`config.mk`:
```
export PLATFORM = sky130hd
export DESIGN_NAME = sap_datapath_flat
export DESIGN_NICKNAME = d
export VERILOG_FILES = /design/src/rtl/sap_pkg.sv /design/src/rtl/sap_datapath_if.sv /design/src/rtl/sap_ram16x8.sv /design/src/rtl/sap_datapath.sv /design/src/flat_wrapper.sv
export SDC_FILE = /design/constraint.sdc
export NUM_CORES = 1
export LEC_CHECK = 0
export ABC_AREA = 1
export BUFFER_PORTS_ARGS = -buffer_cell sky130_fd_sc_hd__buf_2
export CAP_MARGIN = 0
export CELL_PAD_IN_SITES_DETAIL_PLACEMENT = 2
export CELL_PAD_IN_SITES_GLOBAL_PLACEMENT = 2
export CORE_UTILIZATION = 38
export DETAILED_ROUTE_END_ITERATION = 7
export GPL_TIMING_DRIVEN = 0
export PLACE_DENSITY = 0.88
export SLEW_MARGIN = 20
export SYNTH_ARGS = -nofsm -noshare
export SYNTH_HDL_FRONTEND = slang
export SYNTH_SLANG_ARGS = --single-unit
```
`constraint.sdc`:
```
create_clock -name clk -period 3.18 [get_ports clk]
set_input_delay 0.636 -clock clk [delete_from_list [all_inputs] [get_ports clk]]
set_output_delay 0.636 -clock clk [all_outputs]
set_load 0.05 [all_outputs]
```
`src/rtl/sap_pkg.sv`:
```
// Shared definitions for the 8-bit CPU: control word bit positions, the idle
// control word, opcode encodings and the ALU helper.
package sap_pkg;

  localparam int unsigned CTRL_W = 15;

  // Control word bit indices; a _N suffix marks an active-low signal.
  localparam int unsigned SIG_PC_INC     = 14;
  localparam int unsigned SIG_PC_EN      = 13;
  localparam int unsigned SIG_PC_LOAD    = 12;
  localparam int unsigned SIG_MAR_LOAD_N = 11;
  localparam int unsigned SIG_MDR_LOAD_N = 10;
  localparam int unsigned SIG_RAM_EN_N   = 9;
  localparam int unsigned SIG_RAM_WE_N   = 8;
  localparam int unsigned SIG_IR_LOAD_N  = 7;
  localparam int unsigned SIG_IR_EN_N    = 6;
  localparam int unsigned SIG_A_LOAD_N   = 5;
  localparam int unsigned SIG_A_EN       = 4;
  localparam int unsigned SIG_SUB        = 3;
  localparam int unsigned SIG_ALU_EN     = 2;
  localparam int unsigned SIG_B_LOAD_N   = 1;
  localparam int unsigned SIG_OUT_LOAD_N = 0;

  // Every signal deasserted: no bus drivers, no register loads.
  localparam logic [CTRL_W-1:0] IDLE_CTRL = 15'h0FE3;

  typedef enum logic [3:0] {
    OP_HLT = 4'h0,
    OP_NOP = 4'h1,
    OP_ADD = 4'h2,
    OP_SUB = 4'h3,
    OP_LDA = 4'h4,
    OP_OUT = 4'h5,
    OP_STA = 4'h6,
    OP_JMP = 4'h7
  } opcode_e;

  // 9-bit add/subtract; bit 8 is carry, or "no borrow" when subtracting.
  function automatic logic [8:0] alu_add_sub(input logic [7:0] a,
                                             input logic [7:0] b,
                                             input logic       sub);
    logic [8:0] w_b_ext;
    w_b_ext = sub ? {1'b0, ~b} : {1'b0, b};
    return {1'b0, a} + w_b_ext + {8'h00, sub};
  endfunction

endpackage

```
`src/rtl/sap_datapath_if.sv`:
```
// Control-block / program-loader side of the datapath: control word and
// program write port in, opcode, output register, flags and bus debug out.
interface sap_datapath_if;
  import sap_pkg::*;

  logic [CTRL_W-1:0] ctrl;
  logic              prog_we;
  logic [3:0]        prog_addr;
  logic [7:0]        prog_data;
  logic [3:0]        opcode;
  logic [7:0]        out_port;
  logic              flag_z;
  logic              flag_c;
  logic [7:0]        bus_dbg;
  logic              bus_conflict;

  // Control word is a level sampled at every posedge; there is no handshake.
  modport master (
    output ctrl, prog_we, prog_addr, prog_data,
    input  opcode, out_port, flag_z, flag_c, bus_dbg, bus_conflict
  );

  modport slave (
    input  ctrl, prog_we, prog_addr, prog_data,
    output opcode, out_port, flag_z, flag_c, bus_dbg, bus_conflict
  );
endinterface

```
`src/rtl/sap_ram16x8.sv`:
```
// Program/data RAM: asynchronous read, two write ports where the external
// program port always beats the CPU port. Contents are never reset.
module sap_ram16x8 #(
  parameter int unsigned DEPTH = 16
) (
  input  logic       clk,
  input  logic       i_cpu_we,
  input  logic [3:0] i_cpu_addr,
  input  logic [7:0] i_cpu_data,
  input  logic       i_prog_we,
  input  logic [3:0] i_prog_addr,
  input  logic [7:0] i_prog_data,
  input  logic [3:0] i_rd_addr,
  output logic [7:0] o_rd_data
);

  logic [7:0] r_mem [DEPTH];

  always_ff @(posedge clk) begin
    if (i_prog_we) begin
      r_mem[i_prog_addr] <= i_prog_data;
    end else if (i_cpu_we) begin
      r_mem[i_cpu_addr] <= i_cpu_data;
    end
  end

  assign o_rd_data = r_mem[i_rd_addr];

endmodule

```
`src/rtl/sap_datapath.sv`:
```
// Execution datapath of the 8-bit CPU: PC, MAR, MDR, RAM, IR, A, B, ALU and
// output register around a single prioritised 8-bit bus.
module sap_datapath
  import sap_pkg::*;
#(
  parameter int unsigned       RAM_DEPTH = 16,
  parameter logic [CTRL_W-1:0] IDLE_CTRL = sap_pkg::IDLE_CTRL
) (
  input  logic           clk,
  input  logic           rst_n,
  sap_datapath_if.slave  bus_if
);

  logic [3:0] r_pc;
  logic [3:0] r_mar;
  logic [7:0] r_mdr;
  logic [7:0] r_ir;
  logic [7:0] r_a;
  logic [7:0] r_b;
  logic [7:0] r_out;
  logic       r_flag_z;
  logic       r_flag_c;
  logic       r_conflict;

  // Substituting the idle word in reset suppresses every load and driver,
  // which also keeps the all-zero reset control word from flagging a conflict.
  logic [CTRL_W-1:0] w_ctrl;
  assign w_ctrl = rst_n ? bus_if.ctrl : IDLE_CTRL;

  logic w_pc_inc, w_pc_en, w_pc_load, w_mar_load, w_mdr_load, w_ram_en;
  logic w_ram_we, w_ir_load, w_ir_en, w_a_load, w_a_en, w_sub, w_alu_en;
  logic w_b_load, w_out_load;

  assign w_pc_inc   =  w_ctrl[SIG_PC_INC];
  assign w_pc_en    =  w_ctrl[SIG_PC_EN];
  assign w_pc_load  =  w_ctrl[SIG_PC_LOAD];
  assign w_mar_load = ~w_ctrl[SIG_MAR_LOAD_N];
  assign w_mdr_load = ~w_ctrl[SIG_MDR_LOAD_N];
  assign w_ram_en   = ~w_ctrl[SIG_RAM_EN_N];
  assign w_ram_we   = ~w_ctrl[SIG_RAM_WE_N];
  assign w_ir_load  = ~w_ctrl[SIG_IR_LOAD_N];
  assign w_ir_en    = ~w_ctrl[SIG_IR_EN_N];
  assign w_a_load   = ~w_ctrl[SIG_A_LOAD_N];
  assign w_a_en     =  w_ctrl[SIG_A_EN];
  assign w_sub      =  w_ctrl[SIG_SUB];
  assign w_alu_en   =  w_ctrl[SIG_ALU_EN];
  assign w_b_load   = ~w_ctrl[SIG_B_LOAD_N];
  assign w_out_load = ~w_ctrl[SIG_OUT_LOAD_N];

  logic [7:0] w_ram_rd;

  sap_ram16x8 #(
    .DEPTH (RAM_DEPTH)
  ) u_ram (
    .clk         (clk),
    .i_cpu_we    (w_ram_we),
    .i_cpu_addr  (r_mar),
    .i_cpu_data  (r_mdr),
    .i_prog_we   (bus_if.prog_we),
    .i_prog_addr (bus_if.prog_addr),
    .i_prog_data (bus_if.prog_data),
    .i_rd_addr   (r_mar),
    .o_rd_data   (w_ram_rd)
  );

  logic [8:0] w_alu;
  assign w_alu = alu_add_sub(r_a, r_b, w_sub);

  logic [7:0] w_bus;
  always_comb begin
    w_bus = 8'h00;
    if (w_ram_en) begin
      w_bus = w_ram_rd;
    end else if (w_ir_en) begin
      w_bus = {4'h0, r_ir[3:0]};
    end else if (w_alu_en) begin
      w_bus = w_alu[7:0];
    end else if (w_a_en) begin
      w_bus = r_a;
    end else if (w_pc_en) begin
      w_bus = {4'h0, r_pc};
    end
  end

  logic [4:0] w_drivers;
  logic       w_multi_drive;
  assign w_drivers     = {w_ram_en, w_ir_en, w_alu_en, w_a_en, w_pc_en};
  assign w_multi_drive = ($countones(w_drivers) > 1);

  logic w_flag_update;
  assign w_flag_update = w_a_load && w_alu_en;

  always_ff @(posedge clk) begin
    if (!rst_n) begin
      r_pc       <= 4'h0;
      r_mar      <= 4'h0;
      r_mdr      <= 8'h00;
      r_ir       <= 8'h00;
      r_a        <= 8'h00;
      r_b        <= 8'h00;
      r_out      <= 8'h00;
      r_flag_z   <= 1'b0;
      r_flag_c   <= 1'b0;
      r_conflict <= 1'b0;
    end else begin
      if (w_pc_load) begin
        r_pc <= w_bus[3:0];
      end else if (w_pc_inc) begin
        r_pc <= r_pc + 4'd1;
      end
      if (w_mar_load) r_mar <= w_bus[3:0];
      if (w_mdr_load) r_mdr <= w_bus;
      if (w_ir_load)  r_ir  <= w_bus;
      if (w_a_load)   r_a   <= w_bus;
      if (w_b_load)   r_b   <= w_bus;
      if (w_out_load) r_out <= w_bus;
      if (w_flag_update) begin
        r_flag_z <= (w_alu[7:0] == 8'h00);
        r_flag_c <= w_alu[8];
      end
      if (w_multi_drive) r_conflict <= 1'b1;
    end
  end

  assign bus_if.opcode       = r_ir[7:4];
  assign bus_if.out_port     = r_out;
  assign bus_if.flag_z       = r_flag_z;
  assign bus_if.flag_c       = r_flag_c;
  assign bus_if.bus_dbg      = w_bus;
  assign bus_if.bus_conflict = r_conflict;

endmodule

```
`src/flat_wrapper.sv`:
```
// flat-port wrapper written by rule: the top's interface ports become plain ports
module sap_datapath_flat import sap_pkg::*;
#(
  parameter int unsigned       RAM_DEPTH = 16,
  parameter logic [CTRL_W-1:0] IDLE_CTRL = sap_pkg::IDLE_CTRL
)
  (clk, rst_n, bus_if_ctrl, bus_if_prog_we, bus_if_prog_addr, bus_if_prog_data, bus_if_opcode, bus_if_out_port, bus_if_flag_z, bus_if_flag_c, bus_if_bus_dbg, bus_if_bus_conflict);
  sap_datapath_if bus_if_i ();
  input  logic clk;
  input  logic rst_n;
  input wire logic [$bits(bus_if_i.ctrl)-1:0] bus_if_ctrl;
  input wire logic [$bits(bus_if_i.prog_we)-1:0] bus_if_prog_we;
  input wire logic [$bits(bus_if_i.prog_addr)-1:0] bus_if_prog_addr;
  input wire logic [$bits(bus_if_i.prog_data)-1:0] bus_if_prog_data;
  output wire logic [$bits(bus_if_i.opcode)-1:0] bus_if_opcode;
  output wire logic [$bits(bus_if_i.out_port)-1:0] bus_if_out_port;
  output wire logic [$bits(bus_if_i.flag_z)-1:0] bus_if_flag_z;
  output wire logic [$bits(bus_if_i.flag_c)-1:0] bus_if_flag_c;
  output wire logic [$bits(bus_if_i.bus_dbg)-1:0] bus_if_bus_dbg;
  output wire logic [$bits(bus_if_i.bus_conflict)-1:0] bus_if_bus_conflict;
  assign bus_if_i.ctrl = bus_if_ctrl;
  assign bus_if_i.prog_we = bus_if_prog_we;
  assign bus_if_i.prog_addr = bus_if_prog_addr;
  assign bus_if_i.prog_data = bus_if_prog_data;
  assign bus_if_opcode = bus_if_i.opcode;
  assign bus_if_out_port = bus_if_i.out_port;
  assign bus_if_flag_z = bus_if_i.flag_z;
  assign bus_if_flag_c = bus_if_i.flag_c;
  assign bus_if_bus_dbg = bus_if_i.bus_dbg;
  assign bus_if_bus_conflict = bus_if_i.bus_conflict;
  sap_datapath #(.RAM_DEPTH(RAM_DEPTH), .IDLE_CTRL(IDLE_CTRL)) u_core (.clk(clk), .rst_n(rst_n), .bus_if(bus_if_i));
endmodule
```
======== After elaboration in Yosys (flattened, before gate mapping) ========
Memory sizes are Yosys's and may differ from the RTL's. A register that Yosys moved wholly into a read port is not among the register bits.
Cells that the tools add are included.
storage, ports and cells
  flip-flop bits (word level) ............. 51
  RAM bits ................................ 128
  input bits .............................. 30
  output and inout bits ................... 23
  logic and storage cells ................. 46
  memories ................................ 1
memories
  name                words  width  read ports  clocked after memory_dff  write ports  RTL line           text
  u_core.u_ram.r_mem  16     8      1           1                         1            sap_ram16x8.sv:17  logic [7:0] r_mem [DEPTH];
cells by class
  add/subtract/negate cells ............... 7
  order comparisons ....................... 1
  mux-type cells .......................... 19
  bitwise gates (word level) .............. 4
  reductions and logical operators ........ 4
operators with widths
  operator                                                                          number
  8-bit 2-to-1 mux                                                                  6
  32-bit by 1-bit adder with 32-bit output                                          1
  32-bit adder                                                                      1
  32-bit by 2-bit greater-than comparator with 1-bit output, second input constant  1
  4-bit 2-to-1 mux                                                                  6
  15-bit 2-to-1 mux                                                                 1
  8-bit by 9-bit adder with 9-bit output                                            1
  9-bit by 1-bit adder with 9-bit output                                            1
  8-bit zero test                                                                   1
  8-bit inverter                                                                    1
  8-bit OR reduction                                                                1
  1-bit 2-to-1 mux                                                                  6
  1-bit by 1-bit adder with 2-bit output                                            2
  4-bit by 1-bit adder with 4-bit output, second input constant                     1
  1-bit inverter                                                                    3
  2-bit nonzero test                                                                1
  1-bit logical AND                                                                 1

======== Longest topological paths before layout ========
  depth after elaboration ................. 9
  depth in mapped cells ................... 17

======== Modules after synthesis ========
Synthesis repeated with hierarchy kept, for this count alone.
unflattened totals
  cells, all modules ...................... 1001
  area total of the unflattened synthesis .. 8688.3 um2
by module, submodules not included
  module        times used  cells each  area an instance (um2)  seq. area each (um2)
  sap_ram16x8   1           568         5769.3                  3843.7
  sap_datapath  1           433         2919.0                  1021.0

======== Least setup slack after synthesis ========
OpenSTA, ideal clock, no wires.
  path type ............................... input to output
  from .................................... input port rst_n
  to ...................................... output port bus_if_bus_dbg[4]
  arrival time ............................ 2472 ps
  slack ................................... 72 ps
  stages on the path ...................... 12
  path buffers ............................ 1
  path through ............................ buf_4 -> nand2_4 -> xor2_1 -> fa_1 -> inv_1 -> nand3_1 -> nand2_1 -> xor2_1 -> nand2_1 -> o31ai_1 -> nand2_1 -> nand2_1
between the ends
  word-level cells in the longest chain between the ends .. 7
  elaborated cells on any way between the ends .. 8
  those cells by class .................... add/sub (2); mux (6)
ends and longest elaborated chain
  element                                 RTL line            text
  start, declared                         flat_wrapper.sv:10  input logic rst_n;
  15-bit 2-to-1 mux *                     sap_datapath.sv:28  assign w_ctrl = rst_n ? bus_if.ctrl : IDLE_CTRL;
  8-bit 2-to-1 mux                        sap_pkg.sv:43       w_b_ext = sub ? {1'b0, ~b} : {1'b0, b};
  8-bit by 9-bit adder with 9-bit output  sap_pkg.sv:44       return {1'b0, a} + w_b_ext + {8'h00, sub};
  9-bit by 1-bit adder with 9-bit output  sap_pkg.sv:44
  8-bit 2-to-1 mux                        sap_datapath.sv:76  end else if (w_alu_en) begin
  8-bit 2-to-1 mux                        sap_datapath.sv:74  end else if (w_ir_en) begin
  8-bit 2-to-1 mux *                      sap_datapath.sv:72  if (w_ram_en) begin
  end, declared                           flat_wrapper.sv:19  output wire logic [$bits(bus_if_i.bus_dbg)-1:0] bus_if_bus_dbg;
Every way passes the cells marked *; elsewhere a longest branch is shown, timed or not.

======== Worst setup path after layout ========
  from .................................... input port rst_n
  to ...................................... output port bus_if_bus_dbg[6]
The elaborated chain is that of the path after synthesis.

==> results.sh <==
export IMPL_synth_seq_area_share_pct=58.85
export IMPL_floorplan_initialDensity_pct=38.62
export IMPL_fill_cells=2288
export IMPL_worst_hold_path_type="reg -> reg"
export IMPL_outcome="finished, violations left"
export IMPL_layout_commonest_cell="sky130_fd_sc_hd__nand2_1"
export IMPL_gpl_final_weighted_congestion=0.8076
export IMPL_grt_antenna_before_repair=1
export IMPL_setup_ws_ns=-0.2295
export IMPL_holdCritStartpoint="u_core.bus_if.flag_c"
export IMPL_placementRows=54
export IMPL_fp_dieArea_um2=22710
export IMPL_arithmetic_cell_share_of_the_synthesized_area_counting_full_adders_half_adders_and_majority_gates_pct=2.413
export IMPL_setup_violations_final=7
export IMPL_viasPerCell=6.197
export IMPL_design_area_um2=10290
export IMPL_antenna_cells_inserted=0
export IMPL_achievable_frequency_ghz=0.2933
export IMPL_core_area_um2=21760
export IMPL_setup_tns_final_ns=-1.014
export IMPL_pre_cts_slack_ns=-0.4261
export IMPL_synth_top_family_by_area="simple AND/OR/NAND/NOR gates"
export IMPL_cts_root_buffer_cell="sky130_fd_sc_hd__clkbuf_16"
export IMPL_post_synth_instance_area_um2=8402
export IMPL_mostFrequentLayoutCells="sky130_fd_sc_hd__nand2_1, sky130_fd_sc_hd__edfxtp_1, sky130_fd_sc_hd__nor2_1"
export IMPL_pin_count=53
export IMPL_post_synth_xor_area_fraction_pct=1.042
export IMPL_dp_hpwl_um=21760
export IMPL_final_nets=1049
export IMPL_category_of_the_most_critical_setup_path="in -> out"
export IMPL_port_buffers=51
export IMPL_syn_instance_count=910
export IMPL_vdd_ir_drop_worst_mv=0.3855
export IMPL_wirelength_um=41440
export IMPL_dr_total_vias=8037
export IMPL_drc_errors=0
export IMPL_setup_worst_path_end_class="output pin"
export IMPL_grt_pass1_vias=8467
export IMPL_violations="setup timing"
export IMPL_tightest_slew_ns=1.216
export IMPL_clock_insertion_delay_worst_skew_ns=0.47
export IMPL_areaGrowthSynthToFinish_pct=22.47
export IMPL_avgSynthCellArea_um2=9.233
export IMPL_crit_fanout=8
export IMPL_grt_max_degree=20
export IMPL_grt_first_pass_wirelength_um=54130
export IMPL_crit_reg2reg_launch="u_core.r_mar[1]"
export IMPL_synthDistinctLibCells=33
export IMPL_die_w_um=150.7
export IMPL_worst_ep_required_time_ns=2.54
export IMPL_final_setup_skew_ns=0.01761
export IMPL_timing_max_cap_violations=0
export IMPL_tritoncts_buffer_count=17
export IMPL_first_pass_iters=5
export IMPL_total_overflow_reported_by_the_global_router=0
export IMPL_area_sequential_um2=4951
export IMPL_synth_area_mux_share_pct=0.4021
export IMPL_yosys_area_share_simple_pct=20.98
export IMPL_postSynthNetCount=955
export IMPL_detail_route_iter0_violations=713
export IMPL_fraction_of_layout_instances_using_a_drive_strength_above_1_pct=22.42
export IMPL_drv_slew=0
export IMPL_die_height_um=150.7
export IMPL_relSlewSlack_pct=18.63
export IMPL_final_period_minus_worst_setup_slack_ns=3.410
export IMPL_detailed_place_area_um2=9041
export IMPL_synth_warnings=0
export IMPL_timing_critical_path_arrival_ns=2.77
export IMPL_area_of_the_multi_input_gates_um2=3266
export IMPL_htree_num_levels=4
export IMPL_timing_critical_path_from_type="primary input"
export IMPL_static_leakage_power_nw=4.309
export IMPL_path_clk_slew_ns=0.08
export IMPL_cp_startpoint="rst_n"
export IMPL_final_antenna_net_count=0
export IMPL_clock_sinks=183
export IMPL_timing_hold_violations_final=0
export IMPL_synth_compound_area_share_pct=9.590
export IMPL_cts_tree="built"
export IMPL_rsz0062_at_grt="yes"
export IMPL_cts_path_max_buffers=2
export IMPL_post_route_fraction_of_the_period_consumed_by_the_critical_path_pct=107.2
export IMPL_number_of_synthesized_register_bits=183
export IMPL_power_per_cell_area_nw_per_um2=639.1
export IMPL_global_route_usage_total_pct=33.70
export IMPL_wl_per_cell_um=31.95
-- power by group --
group / internal (W) / switching, W / leakage, nW
clock: 0.00122 / 0.00122 / 0.306
combinational: 0.000409 / 0.000985 / 2.38
sequential: 0.00266 / 0.0000804 / 1.62
-- cell usage after synthesis --
cell                       number  area (um^2)
sky130_fd_sc_hd__nand4_1        2        12.51
sky130_fd_sc_hd__o211ai_1      13        97.59
sky130_fd_sc_hd__and2_1         1        6.260
sky130_fd_sc_hd__xnor2_1        3        26.28
sky130_fd_sc_hd__nand3b_1       1        7.510
sky130_fd_sc_hd__edfxtp_1     128         3844
sky130_fd_sc_hd__xor2_1         7        61.31
sky130_fd_sc_hd__dfxtp_1       55         1101
sky130_fd_sc_hd__buf_4          7        52.55
sky130_fd_sc_hd__buf_2         19        95.09
sky130_fd_sc_hd__clkbuf_1       8        30.03
sky130_fd_sc_hd__nand2_1      197        739.5
sky130_fd_sc_hd__nand2_4        2        22.52
sky130_fd_sc_hd__or2_2          1        6.260
sky130_fd_sc_hd__a21oi_1       43        215.2
sky130_fd_sc_hd__nor3_1         2        10.01
sky130_fd_sc_hd__nor2_1       111        416.7
sky130_fd_sc_hd__a21o_1         2        15.01
sky130_fd_sc_hd__fa_1           2        40.04
sky130_fd_sc_hd__buf_6          4        45.04
sky130_fd_sc_hd__o21ai_1       38        190.2
sky130_fd_sc_hd__o211ai_2       1        12.51
sky130_fd_sc_hd__a21boi_0       1        7.510
sky130_fd_sc_hd__o21ai_0       52        260.3
sky130_fd_sc_hd__nor2_2         1        6.260
sky130_fd_sc_hd__ha_1          13        162.7
sky130_fd_sc_hd__inv_2         10        37.54
sky130_fd_sc_hd__inv_1         81        304.0
sky130_fd_sc_hd__nand2_2        4        25.02
sky130_fd_sc_hd__mux2_2         3        33.78
sky130_fd_sc_hd__o31ai_1        1        7.510
sky130_fd_sc_hd__nand3_1       92        460.4
sky130_fd_sc_hd__nand3_2        5        50.05
-- flip-flops by register name, summed over array words and instances (netlist names), 4 cells and up, named ones only --
register                count
u_core.r_ir                 8
u_core.r_a                  8
u_core.r_mar                4
u_core.r_pc                 4
u_core.r_mdr                8
u_core.u_ram.r_mem        128
u_core.bus_if.out_port      8
u_core.r_b                  8
-- per-stage QoR --
step	hold WS, ns	power [W]	instances	util (%)
global placement	0.4517	0.003712	1241	41.40
detailed placement	0.4684	0.003796	1245	41.56
floorplan	0.4379	0.003421	910	-
CTS	0.4790	0.006238	1285	45.75
finish	0.5142	0.006576	1297	47.30
global route	0.5363	0.006676	1297	47.30
-- critical path, cell delays in order --
cell,delay (ns)
sky130_fd_sc_hd__buf_12,0.10
sky130_fd_sc_hd__nand2_8,0.11
sky130_fd_sc_hd__xnor2_1,0.32
sky130_fd_sc_hd__ha_4,0.31
sky130_fd_sc_hd__nand2_1,0.13
sky130_fd_sc_hd__inv_1,0.08
sky130_fd_sc_hd__o21ai_2,0.18
sky130_fd_sc_hd__nand3_1,0.16
sky130_fd_sc_hd__nand2_2,0.14
sky130_fd_sc_hd__nand3_1,0.11
sky130_fd_sc_hd__nand2_2,0.11
sky130_fd_sc_hd__nand2_4,0.10
sky130_fd_sc_hd__nand2_4,0.12
sky130_fd_sc_hd__buf_8,0.14
-- cell families (layout without fill, tap and decap cells) --
family | Yosys count | after routing
AND/OR/NAND/NOR | 419 | 419
flip-flops | 183 | 183
AO/OA/AOI/OAI | 151 | 151
buffers and inverters | 129 | 236
adder cells (fa/ha/maj) | 15 | 15
XOR/XNOR | 10 | 10
multiplexers | 3 | 3
-- layer usage --
layer / GRT usage, % / routed length [um]
met5: 0 / 13
met4: 17.95 / 2664
met3: 6.515 / 3123
met2: 56.11 / 20100
met1: 41.28 / 15540
-- path summary, 6_finish.rpt --
| check | to | slack, ns | cells after the start |
|---|---|---|---|
| max | bus_if_bus_dbg[6] | -0.23 | 14 |
| min reg2reg | u_core.bus_if.flag_c | 0.51 | 2 |
| max reg2reg | u_core.u_ram.r_mem[0][4] | 0.51 | 3 |
| min | u_core.bus_if.flag_c | 0.51 | 2 |
-- timing repair --
item | 4_1_cts | 5_1_grt
pin swaps | 12 | 20
setup buffers | 9 | 12
hold buffers | 0 | 0
resized for setup | 58 | 49
setup endpoints to repair | 7 | 7
-- layout make-up --
| class | count | share of cell area (%) |
|---|---|---|
| Clock buffer | 17 | 4.134 |
| Sequential cell | 183 | 48.12 |
| Timing Repair Buffer | 76 | 4.985 |
| Inverter | 91 | 3.320 |
| Multi-Input combinational cell | 598 | 31.74 |
| Buffer | 37 | 2.335 |
| Clock inverter | 15 | 1.970 |
| Tap cell | 280 | 3.405 |
Note: power is estimated with default switching activity, not from simulation.
